--- config.mk ---
export PLATFORM = sky130hd
export DESIGN_NAME = demux_dispatch_ctrl
export DESIGN_NICKNAME = d
export VERILOG_FILES = /design/src/rtl/dispatch_pkg.sv /design/src/rtl/demux_dispatch_ctrl_demux4.sv /design/src/rtl/demux_dispatch_ctrl.sv
export SDC_FILE = /design/constraint.sdc
export NUM_CORES = 1
export LEC_CHECK = 0
export BUFFER_PORTS_ARGS = -buffer_cell sky130_fd_sc_hd__buf_2
export CAP_MARGIN = 20
export CORE_ASPECT_RATIO = 0.7
export CORE_MARGIN = 8
export CORE_UTILIZATION = 30
export DETAILED_ROUTE_END_ITERATION = 12
export PLACE_DENSITY_LB_ADDON = 0.25
export REMOVE_ABC_BUFFERS = 1
export SYNTH_ARGS = -nofsm -noshare
export SYNTH_HDL_FRONTEND = slang
export SYNTH_SLANG_ARGS = --single-unit
export TNS_END_PERCENT = 100
--- constraint.sdc ---
create_clock -name clk_i -period 3.3 [get_ports clk_i]
set_clock_uncertainty 0.1 [all_clocks]
set_input_delay 0.33 -clock clk_i [delete_from_list [all_inputs] [get_ports clk_i]]
set_output_delay 0.33 -clock clk_i [all_outputs]
set_load 0.1 [all_outputs]
--- src/rtl/dispatch_pkg.sv ---
// Shared types for the write-back demux dispatcher: FSM state encoding and error codes.
package dispatch_pkg;

    typedef enum logic [1:0] {
        IDLE = 2'd0,
        SEND = 2'd1,
        DONE = 2'd2,
        ERR  = 2'd3
    } state_t;

    localparam logic [1:0] ERR_NONE     = 2'd0;
    localparam logic [1:0] ERR_DISABLED = 2'd1;
    localparam logic [1:0] ERR_TIMEOUT  = 2'd2;

endpackage

--- src/rtl/demux_dispatch_ctrl_demux4.sv ---
// DeMux4: routes one data word to one of four outputs; unselected outputs are driven to zero.
module DeMux4 #(
    parameter int DATA_WIDTH = 32
) (
    input  logic [1:0]            sel,
    input  logic [DATA_WIDTH-1:0] din,
    output logic [DATA_WIDTH-1:0] dout0,
    output logic [DATA_WIDTH-1:0] dout1,
    output logic [DATA_WIDTH-1:0] dout2,
    output logic [DATA_WIDTH-1:0] dout3
);

    always_comb begin
        // NOTE: every output gets a default before the case so no path leaves one unassigned (no latch).
        dout0 = '0;
        dout1 = '0;
        dout2 = '0;
        dout3 = '0;
        case (sel)
            2'd0:    dout0 = din;
            2'd1:    dout1 = din;
            2'd2:    dout2 = din;
            default: dout3 = din;
        endcase
    end

endmodule

--- src/rtl/demux_dispatch_ctrl.sv ---
// Write-back dispatch sequencer: accepts a word + destination, drives the 4-way demux and
// waits (bounded) for the destination to accept, reporting done/error and a transfer count.
module demux_dispatch_ctrl
    import dispatch_pkg::*;
#(
    parameter int DATA_WIDTH = 32,
    parameter int TIMEOUT    = 15
) (
    input  logic                  clk_i,
    input  logic                  reset_i,
    input  logic                  req_valid_i,
    output logic                  req_ready_o,
    input  logic [1:0]            req_dest_i,
    input  logic [DATA_WIDTH-1:0] req_data_i,
    input  logic [3:0]            dest_en_i,
    output logic [3:0]            dst_valid_o,
    input  logic [3:0]            dst_ready_i,
    output logic [DATA_WIDTH-1:0] dst_data0_o,
    output logic [DATA_WIDTH-1:0] dst_data1_o,
    output logic [DATA_WIDTH-1:0] dst_data2_o,
    output logic [DATA_WIDTH-1:0] dst_data3_o,
    output logic                  busy_o,
    output logic                  done_o,
    output logic                  err_o,
    output logic [1:0]            err_code_o,
    output logic [15:0]           xfer_count_o
);

    localparam int            CW       = $clog2(TIMEOUT + 1);
    localparam logic [CW-1:0] CNT_LAST = CW'(TIMEOUT - 1);

    state_t                state, state_d;
    logic [1:0]            dest_q;
    logic [DATA_WIDTH-1:0] data_q;
    logic [CW-1:0]         cnt_q;
    logic [1:0]            err_code_q;
    logic [15:0]           xfer_count_q;

    logic                  accept;
    logic                  dest_enabled;
    logic                  dst_hit;
    logic                  timed_out;
    logic [DATA_WIDTH-1:0] demux_din;

    assign accept       = req_valid_i && (state == IDLE);
    assign dest_enabled = dest_en_i[req_dest_i];
    assign dst_hit      = dst_ready_i[dest_q];
    assign timed_out    = (cnt_q == CNT_LAST);

    always_comb begin
        state_d = state;
        case (state)
            IDLE:    if (accept) state_d = dest_enabled ? SEND : ERR;
            SEND: begin
                // Ready on the last allowed cycle takes priority over the timeout.
                if (dst_hit)        state_d = DONE;
                else if (timed_out) state_d = ERR;
            end
            DONE:    state_d = IDLE;
            default: state_d = IDLE;
        endcase
    end

    always_ff @(posedge clk_i) begin
        // NOTE: sequential state uses non-blocking assignments so all registers update from pre-edge values.
        if (reset_i) state <= IDLE;
        else         state <= state_d;
    end

    always_ff @(posedge clk_i) begin
        if (reset_i) begin
            dest_q       <= '0;
            data_q       <= '0;
            cnt_q        <= '0;
            err_code_q   <= ERR_NONE;
            xfer_count_q <= '0;
        end else begin
            if (accept) begin
                dest_q     <= req_dest_i;
                data_q     <= req_data_i;
                cnt_q      <= '0;
                err_code_q <= dest_enabled ? ERR_NONE : ERR_DISABLED;
            end
            if (state == SEND) begin
                if (dst_hit)        xfer_count_q <= xfer_count_q + 16'd1;
                else if (timed_out) err_code_q   <= ERR_TIMEOUT;
                else                cnt_q        <= cnt_q + 1'b1;
            end
        end
    end

    assign req_ready_o  = (state == IDLE);
    assign busy_o       = (state != IDLE);
    assign done_o       = (state == DONE);
    assign err_o        = (state == ERR);
    assign err_code_o   = err_code_q;
    assign xfer_count_o = xfer_count_q;
    assign dst_valid_o  = (state == SEND) ? (4'b0001 << dest_q) : 4'b0000;
    assign demux_din    = (state == SEND) ? data_q : '0;

    DeMux4 #(
        .DATA_WIDTH(DATA_WIDTH)
    ) u_demux (
        .sel  (dest_q),
        .din  (demux_din),
        .dout0(dst_data0_o),
        .dout1(dst_data1_o),
        .dout2(dst_data2_o),
        .dout3(dst_data3_o)
    );

endmodule

==> results of run 1 <==
[worst max-delay path, stage by stage, from the launching register on]
cell	delay, ns
dfxtp_1	0.45
nor2b_1	0.16
buf_4	0.18
nand2_1	0.08
nor2_2	0.41
buf_4	0.28
and2_1	0.15
buf_2	0.43
[cells by family after synthesis]
group,Yosys count
AO/OA/AOI/OAI,64
XOR/XNOR,6
adder cells (fa/ha/maj),3
buffers and inverters,35
flip-flops,58
multiplexers,3
AND/OR/NAND/NOR,265
[routing by layer]
metal	vias to the layer above	GRT usage	share of wire
li1	1799	-	-
met4	0	0.0432	0.0095
met2	146	0.268	0.45
met1	1585	0.177	0.43
met3	10	0.0768	0.10
met5	-	0	0
[where the power goes]
part | switching [W] | total [W] | internal (W) | leakage [nW]
registers | 0.0000403 | 0.000780 | 0.000740 | 0.473
logic | 0.000307 | 0.000400 | 0.0000928 | 1.89
clock network | 0.000301 | 0.000967 | 0.000666 | 0.156
[final cells by class]
cell class,count,area [um^2]
timing repair buffer,210,1590
clock inverter,1,30.0
inverter,4,15.0
clock buffer,15,288
multi-input combinational,341,1950
sequential,58,1160
tap,132,165
fill,1005,5240
[sequential cells by signal, indices dropped and copies added (netlist names)]
name	flops
xfer_count_o	16
dest_q	2
err_code_o	2
data_q	32
cnt_q	4
state	2
[stage by stage]
step / worst slack [ns] / setup TNS (ns) / total power (W) / cells / instance area, um^2
2_1_floorplan: -2.05 / -158.23 / 0.00107 / 403 / 3110
3_3_place_gp: 0.841 / 0 / 0.00119 / 744 / 4860
3_5_place_dp: 0.760 / 0 / 0.00120 / 744 / 4860
4_1_cts: 0.404 / 0 / 0.00218 / 760 / 5170
5_1_grt: 0.263 / 0 / 0.00224 / 761 / 5190
6_report: 0.416 / 0 / 0.00215 / 761 / 5190
[final timing paths]
path,from,end,slack [ns],cells after the start
worst max-delay path,state[0],dst_data2_o[12],0.42,7
worst max register to register,dest_q[1],xfer_count_o[15],1.05,4
worst min register to register,err_code_o[1],err_code_o[1],0.37,2
worst min-delay path,req_data_i[15],data_q[15],0.14,3
[cells in the final DEF, fill, tap and decap left out, types with 2 or more instances in the layout]
| master | n |
|---|---|
| clkbuf_8 | 4 |
| nor2_1 | 11 |
| clkbuf_16 | 9 |
| nand2_1 | 80 |
| ha_1 | 3 |
| or4_1 | 2 |
| mux4_2 | 2 |
| inv_1 | 4 |
| or3_1 | 9 |
| xor2_1 | 6 |
| and2_1 | 132 |
| nor2b_1 | 2 |
| and3_1 | 3 |
| nand4_1 | 6 |
| buf_2 | 165 |
| nor4_1 | 2 |
| dfxtp_1 | 58 |
| clkbuf_1 | 2 |
| o21ai_0 | 8 |
| o31ai_1 | 2 |
| nand3_1 | 6 |
| buf_12 | 34 |
| a21oi_1 | 49 |
| and4_1 | 3 |
| buf_4 | 11 |
==> impl_metrics.yaml, run 1 <==
pwr:
  p_leak_nw: 2.52
  peakVddDrop_v: 0.000172
  cellPowerDensity_mw_per_mm2: 413
yosys:
  synthTopCellsByCount: "and2_1, nand2_1, dfxtp_1, a21oi_1, clkbuf_1"
  synthSimpleGateAreaFrac: 0.448
  synth_compound_gate_area_share: 0.105
  synth_cells: 434
  synthArstFlopShare: 0
  synthAdderAreaFrac: 0.0116
  synth_seq_cells: 58
  synth_top_family_by_area: "simple AND/OR/NAND/NOR gates"
  ys.flop_type: "dfxtp_1"
  synth_xor_area_frac: 0.0162
  netlist.area_leader.share: 0.359
  muxShareOfSynthArea: 0.0174
  synth.distinct_cells: 36
  synth.yosys.warnings: 0
  synth_area_mm2: 0.00323
  netlist_top_cells_area: "dfxtp_1, and2_1, nand2_1"
  synth_edf_count: 0
  synth_area_leader_cell: "dfxtp_1"
  synth.most_common_cell: "and2_1"
  avgSynthCellArea_um2: 7.45
  yosysSeqAreaShare: 0.359
routing:
  antenna_left: 0
  vias: 3540
  viasPerCell: 4.65
  wl_per_cell_um: 15.2
  drt_pre_antenna_iters: 4
  drt_iter0_markers: 155
  drcViolationCount: 0
  drt-total-wl_mm: 11.6
cells_and_area:
  post-route-util: 0.498
  diodes: 0
  drive_gt1_frac: 0.369
  nets: 672
  area_growth_pct: 60.6
floorplan:
  die_h_um: 103
  die_w_um: 140
  rows: 31
  io_pins: 199
  die_area_mm2: 0.0144
  core_area_mm2: 0.0104
  initial_core_util: 0.310
global_routing:
  grt_pass1_vias: 3560
  antenna_found_initial: 1
  track_usage: 0.158
  grt_overflow_total: 0
  grt_max_degree: 59
  grt_pass1_wl_mm: 18.2
sta:
  finalHoldViolations: 0
  clock.fmax_ghz: 0.347
  maxSlewViolCount: 0
  finalSetupViolCount: 0
  fin_crit_ns: 2.88
  maxSlewHeadroom: 0.395
  rsz0062_at_grt: "no"
  holdWs_ns: 0.143
  worst_slew_pin_slew_ns: 0.907
  finalCritPeriodShare: 0.874
critical_path:
  endpoint_kind: "output pin"
  critical_path_class: "flip-flop to output pin"
  critPathLaunchType: "flip-flop"
  critPathMaxFanout: 12
  cp_data_arrival_time_ns: 2.45
  cp_data_required_time_ns: 2.87
clock_tree:
  clk_pin_slew_ns: 0.05
  holdBufCountCts: 0
  root_buffer: "clkbuf_16"
  cts_resized: 0
  htree_levels: 3
  numCtsBuffers: 9
  cts.sinks: 58
  cts_tree: "built"
  clk_path_buf_depth: 2
  post_cts_buffers: 0
  insertion_delay_ns: 0.32
placed_design:
  port_buffers: 198
  dpl.hpwl_mm: 8.92
  gp_congestion: 0.794
status:
  status: "complete, no violations"
job:
  max_cap_viol_count: 0
min_path:
  hp-class: "input port to flip-flop"
No activity file was read; power rests on OpenSTA's default activity.
==> run 2, diff against run 1 <==
--- a/config.mk
+++ b/config.mk
@@ -5,6 +5,7 @@
 export SDC_FILE = /design/constraint.sdc
 export NUM_CORES = 1
 export LEC_CHECK = 0
+export ABC_AREA = 1
 export BUFFER_PORTS_ARGS = -buffer_cell sky130_fd_sc_hd__buf_2
 export CAP_MARGIN = 20
 export CORE_ASPECT_RATIO = 0.7
@@ -13,6 +14,7 @@
 export DETAILED_ROUTE_END_ITERATION = 12
 export PLACE_DENSITY_LB_ADDON = 0.25
 export REMOVE_ABC_BUFFERS = 1
+export SLEW_MARGIN = 0
 export SYNTH_ARGS = -nofsm -noshare
 export SYNTH_HDL_FRONTEND = slang
 export SYNTH_SLANG_ARGS = --single-unit
==> run 2 against run 1 <==
  * Sequential cell count did not move
  * Global-route usage shrank 0.67 points
  * Combinational power rose by 95%
  * Synthesized cell count rose by 24%
  * Cell count grew 13%
  * Via count increased by 11%
  * Register-to-register slack better by 0.30 ns
  * Setup slack gained 0.33 ns
  * Count of clock-buffer cells in the layout decreased by 1
  * Non-clock buffer count down 8
  * Critical endpoint is now dst_data1_o[26]
  * Largest cell class unchanged
  * Highest routed layer unchanged
==> impl_metrics.yaml, run 2 <==
global_routing:
  track_usage: 0.152
  grt_pass1_vias: 3697
  grt_max_degree: 37
  grt_overflow_total: 0
  grt_pass1_wl_mm: 17.9
  antenna_found_initial: 0
min_path:
  hp-class: "input port to flip-flop"
  worstHoldStart: "req_data_i[17]"
  holdPathStages: 3
  hold_end: "data_q[17]"
routing:
  viasPerCell: 4.56
  drcViolationCount: 0
  drt-total-wl_mm: 11.7
  drt_pre_antenna_iters: 4
  antenna_left: 0
  drt_iter0_markers: 167
  wl_per_cell_um: 13.6
  vias: 3935
job:
  max_cap_viol_count: 0
yosys:
  synth.yosys.warnings: 0
  synth_edf_count: 0
  yosysSeqAreaShare: 0.356
  avgSynthCellArea_um2: 6.08
  ys.flop_type: "dfxtp_1"
  synthArstFlopShare: 0
  netlist.area_leader.share: 0.356
  synth_seq_cells: 58
  synth_cells: 536
  synth.most_common_cell: "nor2_1"
  synth_area_leader_cell: "dfxtp_1"
  synth.distinct_cells: 26
  synthTopCellsByCount: "nor2_1, nand2_1, dfxtp_1, inv_1, a21oi_1"
  netlist_top_cells_area: "dfxtp_1, nor2_1, nand2_1"
  synth_area_mm2: 0.00326
pwr:
  pwr-share-seq: 0.327
  cellPowerDensity_mw_per_mm2: 531
  switching_share: 0.399
  switching_power_w: 0.000976
  p_clk_frac: 0.354
  p_leak_nw: 2.35
  peakVddDrop_v: 0.000235
  combPwrFrac: 0.319
  p_int_w: 0.00147
cells_and_area:
  final_cell_mix: "buf_2, nor2_1, nand2_1, dfxtp_1, inv_1"
  largest_reg_flops: 32
  drive_gt1_frac: 0.332
  final_common_cell: "buf_2"
  area_growth_pct: 41.2
  top_register: "data_q"
  nets: 769
  diodes: 0
critical_path:
  cp_data_required_time_ns: 2.87
  endpoint_kind: "output pin"
  r2r-end: "data_q[20]"
  critPathMaxFanout: 32
  ff2ff_path_depth: 7
  critPathLaunchType: "flip-flop"
  reg2reg_from: "state[0]"
  cp_data_arrival_time_ns: 2.13
  r2r_slack_ns: 1.35
  critical_path_class: "flip-flop to output pin"
clock_tree:
  clk_path_buf_depth: 2
  htree_levels: 3
  root_buffer: "clkbuf_16"
  cts_tree: "built"
  cts.sinks: 58
  insertion_delay_ns: 0.32
  holdBufCountCts: 0
  cts_resized: 0
  numCtsBuffers: 9
  clk_pin_slew_ns: 0.05
  post_cts_buffers: 0
floorplan:
  die_w_um: 141
  rows: 32
  die_h_um: 103
  die_area_mm2: 0.0145
  core_area_mm2: 0.0108
  initial_core_util: 0.302
  io_pins: 199
sta:
  worst_slew_pin_slew_ns: 0.666
  holdWs_ns: 0.192
  maxSlewHeadroom: 0.555
  finalHoldViolations: 0
  rsz0062_at_grt: "no"
  finalCritPeriodShare: 0.775
  maxSlewViolCount: 0
  clock.fmax_ghz: 0.391
  fin_crit_ns: 2.56
  finalSetupViolCount: 0
  fin_tns_setup_ns: 0
placed_design:
  port_buffers: 198
  dpl.hpwl_mm: 8.84
  gp_congestion: 0.838
status:
  status: "complete, no violations"
run 2: changes by cell type after synthesis, sizes merged, moves of 5 or more:
| cell | delta |
|---|---|
| or3 | -9 |
| nand4 | -5 |
| nor2 | +156 |
| clkbuf | -14 |
| buf | +11 |
| and2 | -132 |
| o21ai | +37 |
| nand2 | +14 |
| inv | +62 |
run 2: worst max-delay path, stage by stage, from the launching register on:
cell	delay (ns)
dfxtp_1	0.40
inv_2	0.08
nor2_4	0.18
inv_2	0.12
nor2_2	0.12
inv_2	0.23
nor2_1	0.21
buf_2	0.46
run 2: how the worst max path moves through the flow:
stage / from / end / slack (ns) / cells after the start
2_1_floorplan: state[0] / dst_data1_o[0] / -0.43 / 6
3_5_place_dp: state[0] / dst_data1_o[26] / 1.08 / 7
4_1_cts: state[0] / dst_data1_o[26] / 0.72 / 7
6_report: state[0] / dst_data1_o[26] / 0.74 / 7
5_1_grt: state[0] / dst_data1_o[26] / 0.59 / 7
3_3_place_gp: state[0] / dst_data1_o[26] / 1.13 / 7
run 2: per-layer routing:
layer,GRT usage,wire length (um),up-vias
met5,0,0,-
met4,0.0510,111,0
met3,0.0504,960,11
met2,0.275,5750,134
met1,0.166,4880,1768
li1,-,-,2022
run 2: cells by family after synthesis:
logic type               after synthesis  share of synthesized area
buffers and inverters                 94                      0.116
AND/OR/NAND/NOR                      277                      0.347
adder cells (fa/ha/maj)                3                     0.0115
AO/OA/AOI/OAI                         97                      0.151
flip-flops                            58                      0.356
XOR/XNOR                               7                     0.0188
run 2: cell type report:
cell class	instances	area, um^2
timing repair buffer	202	1020
fill	1145	6210
clock inverter	2	10.0
sequential	58	1160
tap	136	170
inverter	66	248
clock buffer	14	274
multi-input combinational	384	1720
run 2: power by group through the flow:
| stage | clock network (W) | registers (W) | logic, W |
|---|---|---|---|
| 3_3_place_gp | 0 | 0.000810 | 0.000772 |
| 2_1_floorplan | 0 | 0.000837 | 0.000587 |
| 5_1_grt | 0.000921 | 0.000806 | 0.000839 |
| 3_5_place_dp | 0 | 0.000813 | 0.000785 |
| 4_1_cts | 0.000895 | 0.000799 | 0.000786 |
| 6_report | 0.000865 | 0.000799 | 0.000780 |
run 2: through the flow:
step                area [um^2]   util  setup WS (ns)  instances  total power [W]
floorplan                  3130      -         -0.428        508          0.00142
global placement           4320  0.400           1.13        846          0.00158
detailed placement         4320  0.400           1.08        846          0.00160
CTS                        4600  0.426          0.718        862          0.00248
global route               4600  0.426          0.592        862          0.00257
finish                     4600  0.426          0.742        862          0.00244
==> run 3, diff against run 2 <==
--- a/config.mk
+++ b/config.mk
@@ -5,7 +5,7 @@
 export SDC_FILE = /design/constraint.sdc
 export NUM_CORES = 1
 export LEC_CHECK = 0
-export ABC_AREA = 1
+export ABC_AREA = 0
 export BUFFER_PORTS_ARGS = -buffer_cell sky130_fd_sc_hd__buf_2
 export CAP_MARGIN = 20
 export CORE_ASPECT_RATIO = 0.7
==> constraint.sdc (replaced) <==
create_clock -name clk_i -period 2.7 [get_ports clk_i]
set_clock_uncertainty 0.1 [all_clocks]
set_input_delay 0.27 -clock clk_i [delete_from_list [all_inputs] [get_ports clk_i]]
set_output_delay 0.27 -clock clk_i [all_outputs]
set_load 0.1 [all_outputs]
==> run 3 against run 2 <==
  * Combinational power shrank 30%
  * Power grew 11%
  * Clock power grew 40%
  * Final area grew 39%
  * Sequential cell count is the same
  * Wire length grew 12%
  * Critical path type unchanged
==> impl_metrics.yaml, run 3 (synthesis results as in run 1) <==
status:
  status: "complete, no violations"
critical_path:
  cp_data_required_time_ns: 2.33
  critical_path_class: "flip-flop to output pin"
  critPathLaunchType: "flip-flop"
  endpoint_kind: "output pin"
  critPathMaxFanout: 25
  cp_data_arrival_time_ns: 2.16
clock_tree:
  numCtsBuffers: 9
  root_buffer: "clkbuf_16"
  clk_pin_slew_ns: 0.05
  htree_levels: 3
  post_cts_buffers: 0
  cts_resized: 0
  cts_tree: "built"
  clk_path_buf_depth: 2
  holdBufCountCts: 0
  insertion_delay_ns: 0.32
  cts.sinks: 58
placed_design:
  port_buffers: 198
  dp_slack_ns: 0.494
  dp_cells: 744
  dpl.hpwl_mm: 10.3
  gp_congestion: 0.807
routing:
  vias: 3599
  viasPerCell: 4.73
  wl_per_cell_um: 17.3
  antenna_left: 0
  drt_iter0_markers: 152
  drcViolationCount: 0
  drt_pre_antenna_iters: 4
  drt-total-wl_mm: 13.1
global_routing:
  grt_overflow_total: 0
  grtUsageMet3: 0.113
  use_met2: 0.317
  grt_pass1_wl_mm: 20.7
  grt_pass1_vias: 3754
  antenna_found_initial: 0
  top_usage_layer: "met2"
  gr-usage-met1: 0.188
  grt_max_degree: 59
  track_usage: 0.183
floorplan:
  io_pins: 199
  core_area_mm2: 0.0104
  initial_core_util: 0.310
  die_w_um: 140
  rows: 31
  die_area_mm2: 0.0144
  die_h_um: 103
sta:
  maxSlewHeadroom: 0.399
  finalSetupViolCount: 0
  clock.fmax_ghz: 0.395
  holdWs_ns: 0.0784
  finalCritPeriodShare: 0.938
  rsz0062_at_grt: "no"
  fin_crit_ns: 2.53
  worst_slew_pin_slew_ns: 0.901
  maxSlewViolCount: 0
  layout_setup_ws_ns: 0.167
  finalHoldViolations: 0
cells_and_area:
  drive_gt1_frac: 0.372
  diodes: 0
  final_cell_mix: "and2_1, buf_12, nand2_1, buf_2, dfxtp_1"
  area_growth_pct: 97.7
  largest_reg_flops: 32
  nets: 672
  top_register: "data_q"
  fin_cells: 761
  final_common_cell: "and2_1"
pwr:
  cellPowerDensity_mw_per_mm2: 424
  p_leak_nw: 2.70
  peakVddDrop_v: 0.000350
  p_total_w: 0.00271
job:
  max_cap_viol_count: 0
min_path:
  hp-class: "input port to flip-flop"
## run 3: stage by stage
step | instance area (um^2) | setup TNS (ns) | utilization
finish | 6390 | 0 | 0.613
global placement | 6010 | 0 | 0.576
floorplan | 3110 | -235.29 | -
global route | 6390 | 0 | 0.613
CTS | 6330 | 0 | 0.607
detailed placement | 6010 | 0 | 0.576
## run 3: final timing paths
check / startpoint / to / slack (ns) / depth (start not counted)
worst max-delay path: state[0] / dst_data0_o[0] / 0.17 / 5
worst min-delay path: req_data_i[5] / data_q[5] / 0.08 / 3
worst max register to register: dest_q[1] / xfer_count_o[15] / 0.48 / 4
worst min register to register: err_code_o[1] / err_code_o[1] / 0.38 / 2
## run 3: power breakdown
part           total (W)  leakage [nW]  internal, W  switching, W
clock            0.00121         0.151     0.000804      0.000407
sequential      0.000953         0.473     0.000903     0.0000495
combinational   0.000544          2.08     0.000154      0.000390
total            0.00271          2.70      0.00186      0.000847
## run 3: routing by layer
| layer | part of all wire | wire length (um) |
|---|---|---|
| met1 | 0.39 | 5120 |
| met2 | 0.47 | 6190 |
| met3 | 0.13 | 1740 |
| met4 | 0.0076 | 100 |
| met5 | 0 | 0 |
## run 3: critical path: stages, from the launching register on
cell and delay (ns):
dfxtp_1 0.45, nand2b_1 0.23, nor3_2 0.22, buf_4 0.33, and2_1 0.18, buf_2 0.42
## run 3: final cells by class
type | count | area [um^2]
fill | 863 | 4040
tap | 132 | 165
clock buffer | 9 | 225
sequential | 58 | 1160
multi-input combinational | 341 | 1950
inverter | 4 | 15.0
clock inverter | 7 | 93.8
timing repair buffer | 210 | 2790
